$ cat src/rtl/shift_reg_pkg.sv
// Mode encoding and next-state function for the universal shift register.
// next_q works on a MAX_W-bit container, so WIDTH must not exceed MAX_W.
package shift_reg_pkg;

   typedef enum logic [2:0] {
      MODE_HOLD = 3'b000,
      MODE_LOAD = 3'b001,
      MODE_SHL  = 3'b010,
      MODE_SHR  = 3'b011,
      MODE_ROL  = 3'b100,
      MODE_ROR  = 3'b101,
      MODE_CLR  = 3'b110,
      MODE_RSVD = 3'b111
   } mode_t;

   localparam int unsigned MAX_W = 64;

   // Operates on the low w bits; bits above w in the result are always zero.
   function automatic logic [MAX_W-1:0] next_q(
      input mode_t            mode,
      input logic [MAX_W-1:0] q,
      input logic [MAX_W-1:0] d,
      input logic             sin_l,
      input logic             sin_r,
      input int unsigned      w
   );
      logic [MAX_W-1:0] mask;
      logic [MAX_W-1:0] top;
      logic [MAX_W-1:0] qm;
      logic [MAX_W-1:0] lsb_l;
      logic [MAX_W-1:0] lsb_rot;
      logic [MAX_W-1:0] r;
      mask    = {MAX_W{1'b1}} >> (MAX_W - w);
      top     = {{(MAX_W-1){1'b0}}, 1'b1} << (w - 1);
      qm      = q & mask;
      lsb_l   = {{(MAX_W-1){1'b0}}, sin_l};
      lsb_rot = {{(MAX_W-1){1'b0}}, |(qm & top)};
      case (mode)
         MODE_LOAD: r = d & mask;
         MODE_SHL:  r = ((qm << 1) | lsb_l) & mask;
         MODE_SHR:  r = (qm >> 1) | (sin_r ? top : {MAX_W{1'b0}});
         MODE_ROL:  r = ((qm << 1) | lsb_rot) & mask;
         MODE_ROR:  r = (qm >> 1) | (qm[0] ? top : {MAX_W{1'b0}});
         MODE_CLR:  r = {MAX_W{1'b0}};
         default:   r = qm;
      endcase
      return r;
   endfunction

endpackage

$ cat src/rtl/shift_cnt.sv
// Shift counter: tracks shifts left for the loaded word and pulses done
// on the shift that takes the count from 1 to 0.
module shift_cnt #(
   parameter  int WIDTH = 8,
   localparam int CW    = $clog2(WIDTH + 1)
) (
   input  logic          clk,
   input  logic          rst,
   input  logic          en,
   input  logic          load,
   input  logic          shift,
   input  logic          clear,
   output logic [CW-1:0] cnt,
   output logic          done
);

   always_ff @(posedge clk or posedge rst) begin
      if (rst) begin
         cnt  <= '0;
         done <= 1'b0;
      end else if (!en) begin
         done <= 1'b0;
      end else if (clear) begin
         cnt  <= '0;
         done <= 1'b0;
      end else if (load) begin
         cnt  <= CW'(WIDTH);
         done <= 1'b0;
      end else if (shift) begin
         // Shifting at zero saturates instead of wrapping.
         if (cnt != '0) begin
            cnt <= cnt - CW'(1);
         end
         done <= (cnt == CW'(1));
      end else begin
         done <= 1'b0;
      end
   end

endmodule

$ cat src/rtl/shift_reg_univ.sv
// Universal shift register: hold/load/shift/rotate/clear with a bank enable
// and a shift counter that flags when a loaded word has been shifted out.
module shift_reg_univ
   import shift_reg_pkg::*;
#(
   parameter  int               WIDTH     = 8,
   parameter  logic [WIDTH-1:0] RESET_VAL = {WIDTH{1'b0}},
   localparam int               CW        = $clog2(WIDTH + 1)
) (
   input  logic             clk,
   input  logic             rst,
   input  logic             en,
   input  logic [2:0]       mode,
   input  logic [WIDTH-1:0] d,
   input  logic             sin_l,
   input  logic             sin_r,
   output logic [WIDTH-1:0] q,
   output logic             sout_l,
   output logic             sout_r,
   output logic [CW-1:0]    cnt,
   output logic             done
);

   mode_t            m;
   logic [WIDTH-1:0] nq;
   logic             do_load;
   logic             do_shift;
   logic             do_clear;

   assign m = mode_t'(mode);
   assign nq = WIDTH'(next_q(m, MAX_W'(q), MAX_W'(d), sin_l, sin_r, WIDTH));

   always_comb begin
      do_load  = 1'b0;
      do_shift = 1'b0;
      do_clear = 1'b0;
      case (m)
         MODE_LOAD:                              do_load  = 1'b1;
         MODE_SHL, MODE_SHR, MODE_ROL, MODE_ROR: do_shift = 1'b1;
         MODE_CLR:                               do_clear = 1'b1;
         default: ;
      endcase
   end

   always_ff @(posedge clk or posedge rst) begin
      if (rst) begin
         q <= RESET_VAL;
      end else if (en) begin
         q <= nq;
      end
   end

   assign sout_l = q[WIDTH-1];
   assign sout_r = q[0];

   shift_cnt #(.WIDTH(WIDTH)) u_cnt (
      .clk   (clk),
      .rst   (rst),
      .en    (en),
      .load  (do_load),
      .shift (do_shift),
      .clear (do_clear),
      .cnt   (cnt),
      .done  (done)
   );

endmodule

$ cat config.mk
export PLATFORM = sky130hd
export DESIGN_NAME = shift_reg_univ
export DESIGN_NICKNAME = d
export VERILOG_FILES = /design/src/rtl/shift_reg_pkg.sv /design/src/rtl/shift_cnt.sv /design/src/rtl/shift_reg_univ.sv
export SDC_FILE = /design/constraint.sdc
export NUM_CORES = 1
export LEC_CHECK = 0
export CAP_MARGIN = 20
export CORE_MARGIN = 4
export CORE_UTILIZATION = 49
export DETAILED_ROUTE_END_ITERATION = 10
export MAX_ROUTING_LAYER = met4
export PLACE_DENSITY_LB_ADDON = 0.08
export RECOVER_POWER = 100
export SLEW_MARGIN = 0
export SYNTH_ARGS = -nofsm -noshare
export SYNTH_HDL_FRONTEND = slang
export SYNTH_HIERARCHICAL = 1
export SYNTH_SLANG_ARGS = --single-unit
$ cat constraint.sdc
create_clock -name clk -period 3.6 [get_ports clk]
set_input_delay 0.72 -clock clk [delete_from_list [all_inputs] [get_ports clk]]
set_output_delay 0.72 -clock clk [all_outputs]
set_load 0.05 [all_outputs]
Word-level counts from Yosys, hierarchy flattened
Index checks and enable logic that the tools add are counted.
W data, S select, Z words.
{"block": "word_totals", "regBits": 13, "output_inout_bits": 15, "wordCells": 36}
{"block": "op_classes", "add_sub_neg": 1, "n_eq_ne": 7, "muxes": 14, "bitwise_logic": 4, "reduce_logical": 7}
{"cell": "$pmux W8 S6", "n": 1}
{"cell": "$mux W4", "n": 4}
{"cell": "$mux W8", "n": 2}
{"cell": "$or A7 B8 Y8", "n": 2}
{"cell": "$or A8 B1 Y8", "n": 2}
{"cell": "$eq A3 B3 Y1 const B", "n": 3}
{"cell": "$mux W1", "n": 7}
{"cell": "$eq A3 B2 Y1 const B", "n": 2}
{"cell": "$reduce_bool A3 Y1", "n": 2}
{"cell": "$reduce_bool A6 Y1", "n": 1}
{"cell": "$eq A4 B1 Y1 const B", "n": 1}
{"cell": "$reduce_bool A4 Y1", "n": 1}
{"cell": "$reduce_or A4 Y1", "n": 1}
{"cell": "$sub A4 B1 Y4 const B", "n": 1}
{"cell": "$eq A3 B1 Y1 const B", "n": 1}
{"cell": "$reduce_and A3 Y1", "n": 1}
{"cell": "$reduce_and A2 Y1", "n": 1}

Logic depth before layout (Yosys ltp)
Gate-level depths: netlist of the first run.
{"block": "logic_depth", "depth_word": 7, "mapped_depth": 6, "mapped_depth_nobuf": 5}

Hierarchy
Netlist of the first run, hierarchy kept.
{"mod": "shift_reg_univ", "instances": 1, "cells_per_inst": 84, "area_each_um2": 649.4, "seq_area_each_um2": 200.2}
{"mod": "shift_cnt", "instances": 1, "cells_per_inst": 31, "area_each_um2": 327.8, "seq_area_each_um2": 125.1}

Worst setup path after synthesis of the first run
OpenSTA, ideal clock, no wires.
{"block": "synth_path", "kind": "input -> register", "start": "input mode[0]", "end": "register u_cnt.cnt[0]", "setup_time_ns": 0.128, "arrival_ns": 1.890, "required_time_ns": 3.472, "slack_ns": 1.582, "cell_stages": 6, "n_path_buf": 2, "cell_sequence": "buf_6 clkbuf_1 and2_1 o31ai_2 a21oi_2 mux2_1"}
{"block": "synth_between", "word_cells_on_any_way": 15}
{"element": "from (decl)", "line": "shift_reg_univ.sv:13", "source": "input logic [2:0] mode,"}
{"element": "$eq A3 B1 Y1 (*)", "line": "shift_reg_univ.sv:37", "source": "case (m)"}
{"element": "$mux W1 (*)", "line": "shift_reg_univ.sv:37"}
{"element": "via do_load", "line": "shift_reg_univ.sv:26", "source": "logic do_load;"}
{"element": "$reduce_bool A3 Y1 (no line) or $mux W4 (tied branches)"}
{"element": "$reduce_and A3 Y1 (no line) or $mux W4 (tied branches)"}
{"element": "to (signal assigned)", "line": "shift_cnt.sv:27", "source": "cnt <= CW'(WIDTH);"}
{"element": "to (signal assigned)", "line": "shift_cnt.sv:32", "source": "cnt <= cnt - CW'(1);"}
{"element": "to (decl)", "line": "shift_cnt.sv:13", "source": "output logic [CW-1:0] cnt,"}
Mark *: on every way through the listed nets, which the timed path passes. The rest lies on a longest branch.
A chain may end at the register's enable or synchronous reset.

Worst setup path after layout of the first run
{"block": "layout_path", "start": "input mode[1]", "end": "register u_cnt.cnt[0]"}
{"block": "layout_between", "word_cells_on_any_way": 15}
{"element": "$eq A3 B3 Y1 (*)", "line": "shift_reg_univ.sv:37"}
{"element": "$mux W1 (*)", "line": "shift_reg_univ.sv:37"}
{"element": "via do_clear", "line": "shift_reg_univ.sv:28", "source": "logic do_clear;"}
{"element": "$reduce_bool A3 Y1 (no line)"}
{"element": "$reduce_and A3 Y1 (no line)"}
Marks and branches as above.

==> results.json, run 1 <==
{
  "ant_nets": 0,
  "critPathKind": "in -> reg",
  "synthTopCellsByArea": "dfrtp_1, a32o_1, o21ai_0, a21boi_0, nor2_1",
  "slew_headroom": 0.583,
  "multiInputGateArea_um2": 543,
  "cts_root_buffer": "clkbuf_4",
  "syn_area_um2": 977,
  "synthArstFlopShare": 1.00,
  "place_hpwl_mm": 1.88,
  "grt_usage": 0.211,
  "firstDrtPassIters": 4,
  "vias": 952,
  "cp_max_fo": 19,
  "synth-xor-area-share": 0.00896,
  "hold_start": "q[4]$_DFFE_PP0P_",
  "cts_buffer_depth": 2,
  "fin_nets": 160,
  "cts_buffers": 3,
  "grt_pass1_wl_mm": 4.14,
  "pwr_density_cell_mw_per_mm2": 592,
  "synth-simple-area-share": 0.190,
  "synthDistinctLibCells": 37,
  "drive_gt1_frac": 0.0426,
  "synth_edf_count": 0,
  "startpoint_type": "input port",
  "worst_pin_slew_ns": 0.619,
  "drv_slew": 0,
  "grt-ovfl-total": 0,
  "wl_per_cell_um": 14.9,
  "synth_ff_type": "dfrtp_1",
  "rsz0062_at_grt": "false",
  "power.leakage_nw": 0.529,
  "yosysMostFrequentCell": "dfrtp_1",
  "cts_hold_buf": 0,
  "fin_crit_ns": 2.90,
  "dieArea_mm2": 0.00277,
  "tritoncts_num_sinks": 13,
  "setup_viol": 0,
  "drv_cap": 0,
  "peakVddDrop_mv": 0.391,
  "r2r_start": "u_cnt/cnt[0]$_DFFE_PP0P_",
  "synth.area.mux_share": 0.0333,
  "period_share": 0.805,
  "syn_to_final_growth_pct": 29.3,
  "yosysTopAreaCellShare": 0.333,
  "tritoncts": "built",
  "finalHoldViolCount": 0,
  "hold_class": "reg -> reg",
  "met2_usage": 0.337,
  "grt_max_degree": 20,
  "ff2ff_path_depth": 5,
  "synth-seq-cells": 13,
  "synth.yosys.seq_area_share": 0.333,
  "syn_inst": 115,
  "synth.avg_cell_area_um2": 8.50,
  "syn_nets": 133,
  "hold_depth": 2,
  "drt_iter0_drc": 30,
  "antenna_found_initial": 0,
  "core_area_mm2": 0.00180,
  "synth_top_family_by_area": "compound AO/OA/AOI/OAI gates",
  "critPathCaptureType": "flop",
  "fillCellCount": 158,
  "status": "finished, final reports clean",
  "yosysWarnings": 6,
  "post_cts_buffers": 0,
  "clk_pin_slew_ns": 0.09,
  "grt_pass1_vias": 896,
  "yosysTopAreaCell": "dfrtp_1",
  "post_cts_resized": 0,
  "antenna_cells": 0,
  "place.gp.congestion": 0.844,
  "dieHeight_um": 52.7,
  "clock.fmax_mhz": 345,
  "post-route-util": 0.701,
  "wirelength_mm": 2.47,
  "via_per_inst": 5.73,
  "insertion_delay_ns": 0.27,
  "synth_commonest_cells": "dfrtp_1, nor2_1, o21ai_0",
  "tns_ns": 0,
  "gr-usage-met1": 0.271,
  "io_buffer_count": 30,
  "grt-busiest-layer": "met2",
  "route.detailed.drc": 0,
  "arrival_ns": 3.06,
  "grt_use_met3": 0.0370,
  "die_width_um": 52.7,
  "synth_fa_ha_area_frac": 0.0461,
  "rows": 15,
  "startpoint": "mode[1]",
  "critPathRequiredTime_ns": 3.76,
  "fin_worst_skew_ns": 0.00185,
  "synth-compound-area-share": 0.293,
  "h-tree-depth": 1,
  "start_util": 0.542,
  "pin_count": 31,
  "regArea_um2": 325
}
-- worst paths after layout --
kind | end | slack, ns
min in group asynchronous | u_cnt/cnt[3]$_DFFE_PP0P_ | 0.80
max in group asynchronous | q[6]$_DFFE_PP0P_ | 2.51
min reg2reg | q[4]$_DFFE_PP0P_ | 0.59
min | q[4]$_DFFE_PP0P_ | 0.59
max | u_cnt/cnt[0]$_DFFE_PP0P_ | 0.70
max reg2reg | u_cnt/cnt[0]$_DFFE_PP0P_ | 1.90
-- report_power, final --
part | switching, mW | leakage [nW] | internal, mW
Clock | 0.0510 | 0.0150 | 0.0428
Combinational | 0.263 | 0.364 | 0.154
Sequential | 0.0526 | 0.150 | 0.185
Total | 0.366 | 0.529 | 0.382
-- cells in the final DEF, fill, tap and decap left out, drive strengths merged, types with 2 or more instances in the layout --
cell type	instances
ha	2
and2	2
clkbuf	4
clkdlybuf4s50	13
a221oi	2
o21ai	12
dfrtp	13
or3	2
inv	10
mux2	2
nor3	3
nor2	12
dlygate4sd3	17
nand2	9
a32o	6
nor3b	3
maj3	2
a21boi	6
a21oi	7
-- sequential cells by signal (all words and copies together) (netlist names) --
signal,cells
q,8
u_cnt/cnt,4
u_cnt/done,1
-- cell families after synthesis --
family,count (synthesis)
and+or+nand+nor,37
DFF,13
xor gates and xnor gates,1
buffers and inverters,18
AOI/OAI and AO/OA,39
adders and majority gates,4
muxes,3
-- worst max-delay path: stages --
cell	delay, ns
dlygate4sd3_1	0.90
nand2_1	0.34
nor2_1	0.27
o31ai_1	0.15
a21oi_1	0.31
mux2_1	0.37
-- routing by layer --
layer / vias to the layer above / wire (um)
met2: 38 / 1190
met5: - / 0
li1: 463 / -
met1: 449 / 1080
met3: 2 / 183
met4: 0 / 15
-- metrics by stage --
stage	setup WS, ns	area [um^2]	power (mW)	instances	hold slack [ns]
final	0.702	1260	0.748	166	0.587
after global placement	0.768	1250	0.669	162	0.543
after global routing	0.578	1260	0.800	166	0.608
after detailed placement	0.639	1250	0.682	162	0.571
after floorplan	1.58	977	0.545	115	0.499
after CTS	0.908	1280	0.775	166	0.592
-- layout make-up --
type,instances,area share
Clock buffer,4,0.0208
Sequential cell,13,0.257
Timing Repair Buffer,30,0.238
Inverter,10,0.0297
Multi-Input combinational cell,84,0.430
Tap cell,25,0.0248
(Power assumes the default switching activity.)
==> inputs of run 2 (changes only) <==
Settings changed: CORE_UTILIZATION 49 to 41.
Clock period 3.6 ns to 2.4 ns, I/O delays scaled along.
==> results.json, run 2 (synthesized netlist as in run 1, its figures left out) <==
{
  "status": "finished, final reports clean",
  "cp_slowest_cell": "dlygate4sd3_1",
  "grt_pass1_vias": 867,
  "vias": 969,
  "fin_nets": 167,
  "place.gp.congestion": 0.777,
  "fin_worst_skew_ns": 0.00409,
  "cp_max_fo": 10,
  "firstDrtPassIters": 4,
  "drv_cap": 0,
  "drive_gt1_frac": 0.101,
  "regArea_um2": 325,
  "grt-ovfl-total": 0,
  "critPathCaptureType": "flop",
  "antenna_found_initial": 0,
  "place_hpwl_mm": 1.91,
  "grt_max_degree": 12,
  "layout_common_cells": "dlygate4sd3_1, clkdlybuf4s50_1, dfrtp_1, nor2_1, o21ai_0",
  "grt_pass1_wl_mm": 4.14,
  "largest_register_ffs": 8,
  "rows": 17,
  "route.detailed.drc": 0,
  "via_per_inst": 5.51,
  "critPathRequiredTime_ns": 2.56,
  "dieArea_mm2": 0.00323,
  "tritoncts": "built",
  "hold_class": "in -> async",
  "tns_ns": 0,
  "worst_pin_slew_ns": 0.509,
  "post_cts_buffers": 0,
  "finalHoldViolCount": 0,
  "io_buffer_count": 30,
  "fin_crit_ns": 2.15,
  "pwr_density_cell_mw_per_mm2": 853,
  "startpoint_type": "input port",
  "rsz0062_at_grt": "false",
  "layout_commonest_cell": "dlygate4sd3_1",
  "worstPathCellList": "dlygate4sd3_1 > nor2_1 > and2_0 > o31ai_2 > a21oi_2 > mux2_1",
  "slew_headroom": 0.659,
  "ant_nets": 0,
  "cpPeakStageDelay_ns": 0.73,
  "peakVddDrop_mv": 0.622,
  "cts_buffers": 3,
  "crit_family": "buffers and inverters",
  "h-tree-depth": 1,
  "setup_viol": 0,
  "antenna_cells": 0,
  "tritoncts_num_sinks": 13,
  "arrival_ns": 2.31,
  "cts_root_buffer": "clkbuf_4",
  "clk_pin_slew_ns": 0.08,
  "wl_per_cell_um": 14.5,
  "period_share": 0.897,
  "syn_to_final_growth_pct": 36.0,
  "cts_hold_buf": 0,
  "top_register": "q",
  "top_regs": "q x8, u_cnt/cnt x4, u_cnt/done x1",
  "clock.fmax_mhz": 464,
  "fillCellCount": 201,
  "insertion_delay_ns": 0.28,
  "core_area_mm2": 0.00223,
  "start_util": 0.438,
  "multiInputGateArea_um2": 552,
  "power.leakage_nw": 0.562,
  "pin_count": 31,
  "die_width_um": 56.8,
  "fin_hold_ws_ns": 0.565,
  "dieHeight_um": 56.8,
  "drv_slew": 0,
  "drt_iter0_drc": 27,
  "cts_buffer_depth": 2,
  "p_total_mw": 1.13,
  "post_cts_resized": 0,
  "wirelength_mm": 2.56,
  "crit_buf_inv": 1,
  "critPathKind": "in -> reg",
  "grt_usage": 0.168
}
## run 2: cell type report
class | count | share of cell area
inverter | 10 | 0.0282
timing repair buffer | 37 | 0.266
sequential | 13 | 0.245
clock buffer | 4 | 0.0198
multi-input combinational | 84 | 0.415
tap | 28 | 0.0264
## run 2: stage by stage
stage / cells / cell area, um^2 / setup slack (ns) / util
final: 176 / 1330 / 0.246 / 0.595
after global routing: 176 / 1330 / 0.166 / 0.595
after CTS: 176 / 1340 / 0.316 / 0.598
after detailed placement: 172 / 1310 / 0.0730 / 0.586
after global placement: 172 / 1310 / 0.131 / 0.586
after floorplan: 115 / 977 / 0.574 / -
## run 2: per-layer routing
layer  global-route usage  vias to the layer above  wire [um]
met1                0.238                      452       1170
met2                0.244                       39       1160
met4               0.0497                        0         18
met5                    -                        -          0
met3               0.0299                        2        202
li1                     -                      476          -
## run 2: path summary, 6_finish.rpt
check / slack [ns] / end / depth (start not counted) / startpoint
worst max register to register: 0.81 / u_cnt/cnt[1]$_DFFE_PP0P_ / 5 / u_cnt/cnt[0]$_DFFE_PP0P_
worst min register to register: 0.59 / q[2]$_DFFE_PP0P_ / 2 / q[2]$_DFFE_PP0P_
max in group asynchronous: 1.51 / q[1]$_DFFE_PP0P_ / 2 / rst
min in group clk: 0.59 / q[2]$_DFFE_PP0P_ / 2 / q[2]$_DFFE_PP0P_
worst min-delay path: 0.56 / u_cnt/cnt[2]$_DFFE_PP0P_ / 2 / rst
worst max-delay path: 0.25 / u_cnt/cnt[1]$_DFFE_PP0P_ / 6 / mode[1]
## run 2: worst reg2reg max path, stage by stage, from the launching register on
cell,delay [ns]
dfrtp_1,0.44
inv_1,0.07
ha_1,0.21
nor3b_2,0.17
a21oi_2,0.23
mux2_1,0.36
## run 2: report_power, final
part | internal (mW) | switching, mW | total, mW | leakage (nW)
logic | 0.239 | 0.394 | 0.633 | 0.396
registers | 0.278 | 0.0804 | 0.358 | 0.150
clock network | 0.0644 | 0.0777 | 0.142 | 0.0150
total | 0.581 | 0.552 | 1.13 | 0.562
==> inputs of run 3 (changes only) <==
Settings changed: CORE_UTILIZATION 41 to 50, DONT_BUFFER_PORTS from default to 1.
==> results.json, run 3 (synthesized netlist as in run 1, its figures left out) <==
{
  "dpl.cell_count": 136,
  "io_buffer_count": 0,
  "clock.fmax_mhz": 580,
  "crit_buf_inv": 0,
  "finalHoldViolCount": 0,
  "route.detailed.drc": 0,
  "period_share": 0.718,
  "place.gp.congestion": 0.759,
  "largest_register_ffs": 8,
  "worstPathCellList": "nor3b_1 > a21oi_1 > mux2_1",
  "power.leakage_nw": 0.421,
  "top_register": "q",
  "top_regs": "q x8, u_cnt/cnt x4, u_cnt/done x1",
  "cpPeakStageDelay_ns": 0.74,
  "insertion_delay_ns": 0.28,
  "rsz0062_at_grt": "false",
  "drv_slew": 0,
  "combPwrFrac": 0.388,
  "slew_headroom": 0.534,
  "syn_to_final_growth_pct": 1.66,
  "fin_worst_skew_ns": 0.00252,
  "grt_usage": 0.184,
  "r2r_start": "u_cnt/cnt[3]$_DFFE_PP0P_",
  "setup_viol": 0,
  "tritoncts": "built",
  "critPathRequiredTime_ns": 2.56,
  "vias": 835,
  "cp_max_fo": 6,
  "grt_pass1_vias": 782,
  "arrival_ns": 1.88,
  "worstReg2RegEnd": "u_cnt/cnt[1]$_DFFE_PP0P_",
  "clkPwrFrac": 0.138,
  "worst_pin_slew_ns": 0.699,
  "start_util": 0.548,
  "dieHeight_um": 52.2,
  "layout_commonest_cell": "dfrtp_1",
  "place_hpwl_mm": 1.59,
  "critPathCaptureType": "flop",
  "crit_family": "flip-flops",
  "swShare": 0.517,
  "hold_class": "in -> async",
  "p_total_uw": 996,
  "rows": 15,
  "die_width_um": 52.2,
  "startpoint_type": "flop",
  "pwr_density_cell_mw_per_mm2": 1000,
  "cts_buffers": 3,
  "grt_max_degree": 20,
  "via_per_inst": 5.92,
  "antenna_cells": 0,
  "drv_cap": 0,
  "pin_count": 31,
  "firstDrtPassIters": 4,
  "r2r_setup_slack_ns": 0.68,
  "switchingPower_uw": 515,
  "grt_pass1_wl_mm": 3.61,
  "core_area_mm2": 0.00178,
  "cp_slowest_cell": "dfrtp_1",
  "layout_common_cells": "dfrtp_1, nor2_1, o21ai_0, inv_1, nand2_1",
  "ff2ff_path_depth": 3,
  "critPathKind": "reg -> reg",
  "wl_per_cell_um": 15.2,
  "peakVddDrop_mv": 0.663,
  "tns_ns": 0,
  "grt-ovfl-total": 0,
  "fin_cells": 141,
  "fin_crit_ns": 1.72,
  "dpl_cell_area_um2": 982,
  "cts_buffer_depth": 2,
  "clk_pin_slew_ns": 0.08,
  "h-tree-depth": 1,
  "wirelength_mm": 2.15,
  "drive_gt1_frac": 0.0690,
  "finalInstanceArea_um2": 993,
  "tritoncts_num_sinks": 13,
  "power.internal_uw": 481,
  "fin_nets": 135,
  "fillCellCount": 177,
  "dieArea_mm2": 0.00273,
  "cts_root_buffer": "clkbuf_4",
  "ant_nets": 0,
  "status": "finished, final reports clean",
  "drt_iter0_drc": 39,
  "seqPwrFrac": 0.475,
  "antenna_found_initial": 0
}
-- run 3: cell count changes in the layout (fill, tap and decap cells not counted) --
| cell | change |
|---|---|
| clkbuf_2 | +1 |
| clkbuf_4 | -1 |
| dlygate4sd3_1 | -16 |
| and2_1 | +1 |
| clkdlybuf4s50_1 | -13 |
| a21oi_2 | -1 |
| and2_0 | -1 |
| nor3b_1 | +1 |
| nor3b_2 | -1 |
| buf_4 | -5 |
| a21oi_1 | +1 |
| clkbuf_1 | +2 |
-- run 3: per-stage QoR --
stage / utilization / hold WS (ns) / worst slack (ns)
after global routing: 0.557 / 0.0390 / 0.567
after global placement: 0.551 / 0.286 / 0.723
after CTS: 0.571 / 0.0528 / 0.774
final: 0.557 / 0.0364 / 0.676
after detailed placement: 0.551 / 0.289 / 0.665
after floorplan: - / 0.259 / 0.574
-- run 3: worst reg2reg max path, cell delays in order, from the launching register on --
cell,delay (ns)
dfrtp_1,0.74
nor3b_1,0.15
a21oi_1,0.35
mux2_1,0.37
-- run 3: final cells by class --
cell class	count	area, um^2	share of cell area
Inverter	10	37.5	0.0378
Sequential cell	13	325	0.327
Timing Repair Buffer	5	30.0	0.0302
Tap cell	25	31.3	0.0315
Multi-Input combinational cell	84	543	0.547
Clock buffer	4	26.3	0.0264
-- run 3: power by group through the flow --
stage	sequential (mW)	combinational, mW	clock, mW
2_1_floorplan	0.553	0.264	0
3_3_place_gp	0.480	0.404	0
3_5_place_dp	0.481	0.412	0
4_1_cts	0.477	0.414	0.142
5_1_grt	0.485	0.428	0.156
6_report	0.473	0.386	0.137
-- run 3: repair_timing --
action | in CTS | in global routing
hold endpoints to repair | 5 | 0
resized for setup | 0 | 0
setup buffers | 0 | 0
hold buffers | 1 | 0
-- run 3: per-layer routing --
metal / global-route usage / part of all wire / vias up
li1: - / - / 409
met1: 0.264 / 0.52 / 394
met2: 0.253 / 0.41 / 28
met3: 0.0342 / 0.057 / 4
met4: 0.0766 / 0.013 / 0
met5: - / 0 / -
-- run 3: how the worst max path moves through the flow --
stage,depth (start not counted),endpoint,from
floorplan,5,u_cnt/cnt[0]$_DFFE_PP0P_,u_cnt/cnt[0]$_DFFE_PP0P_
global placement,5,u_cnt/cnt[0]$_DFFE_PP0P_,mode[1]
detailed placement,5,u_cnt/cnt[1]$_DFFE_PP0P_,mode[1]
CTS,3,u_cnt/cnt[1]$_DFFE_PP0P_,u_cnt/cnt[3]$_DFFE_PP0P_
global route,3,u_cnt/cnt[1]$_DFFE_PP0P_,u_cnt/cnt[3]$_DFFE_PP0P_
finish,3,u_cnt/cnt[1]$_DFFE_PP0P_,u_cnt/cnt[3]$_DFFE_PP0P_
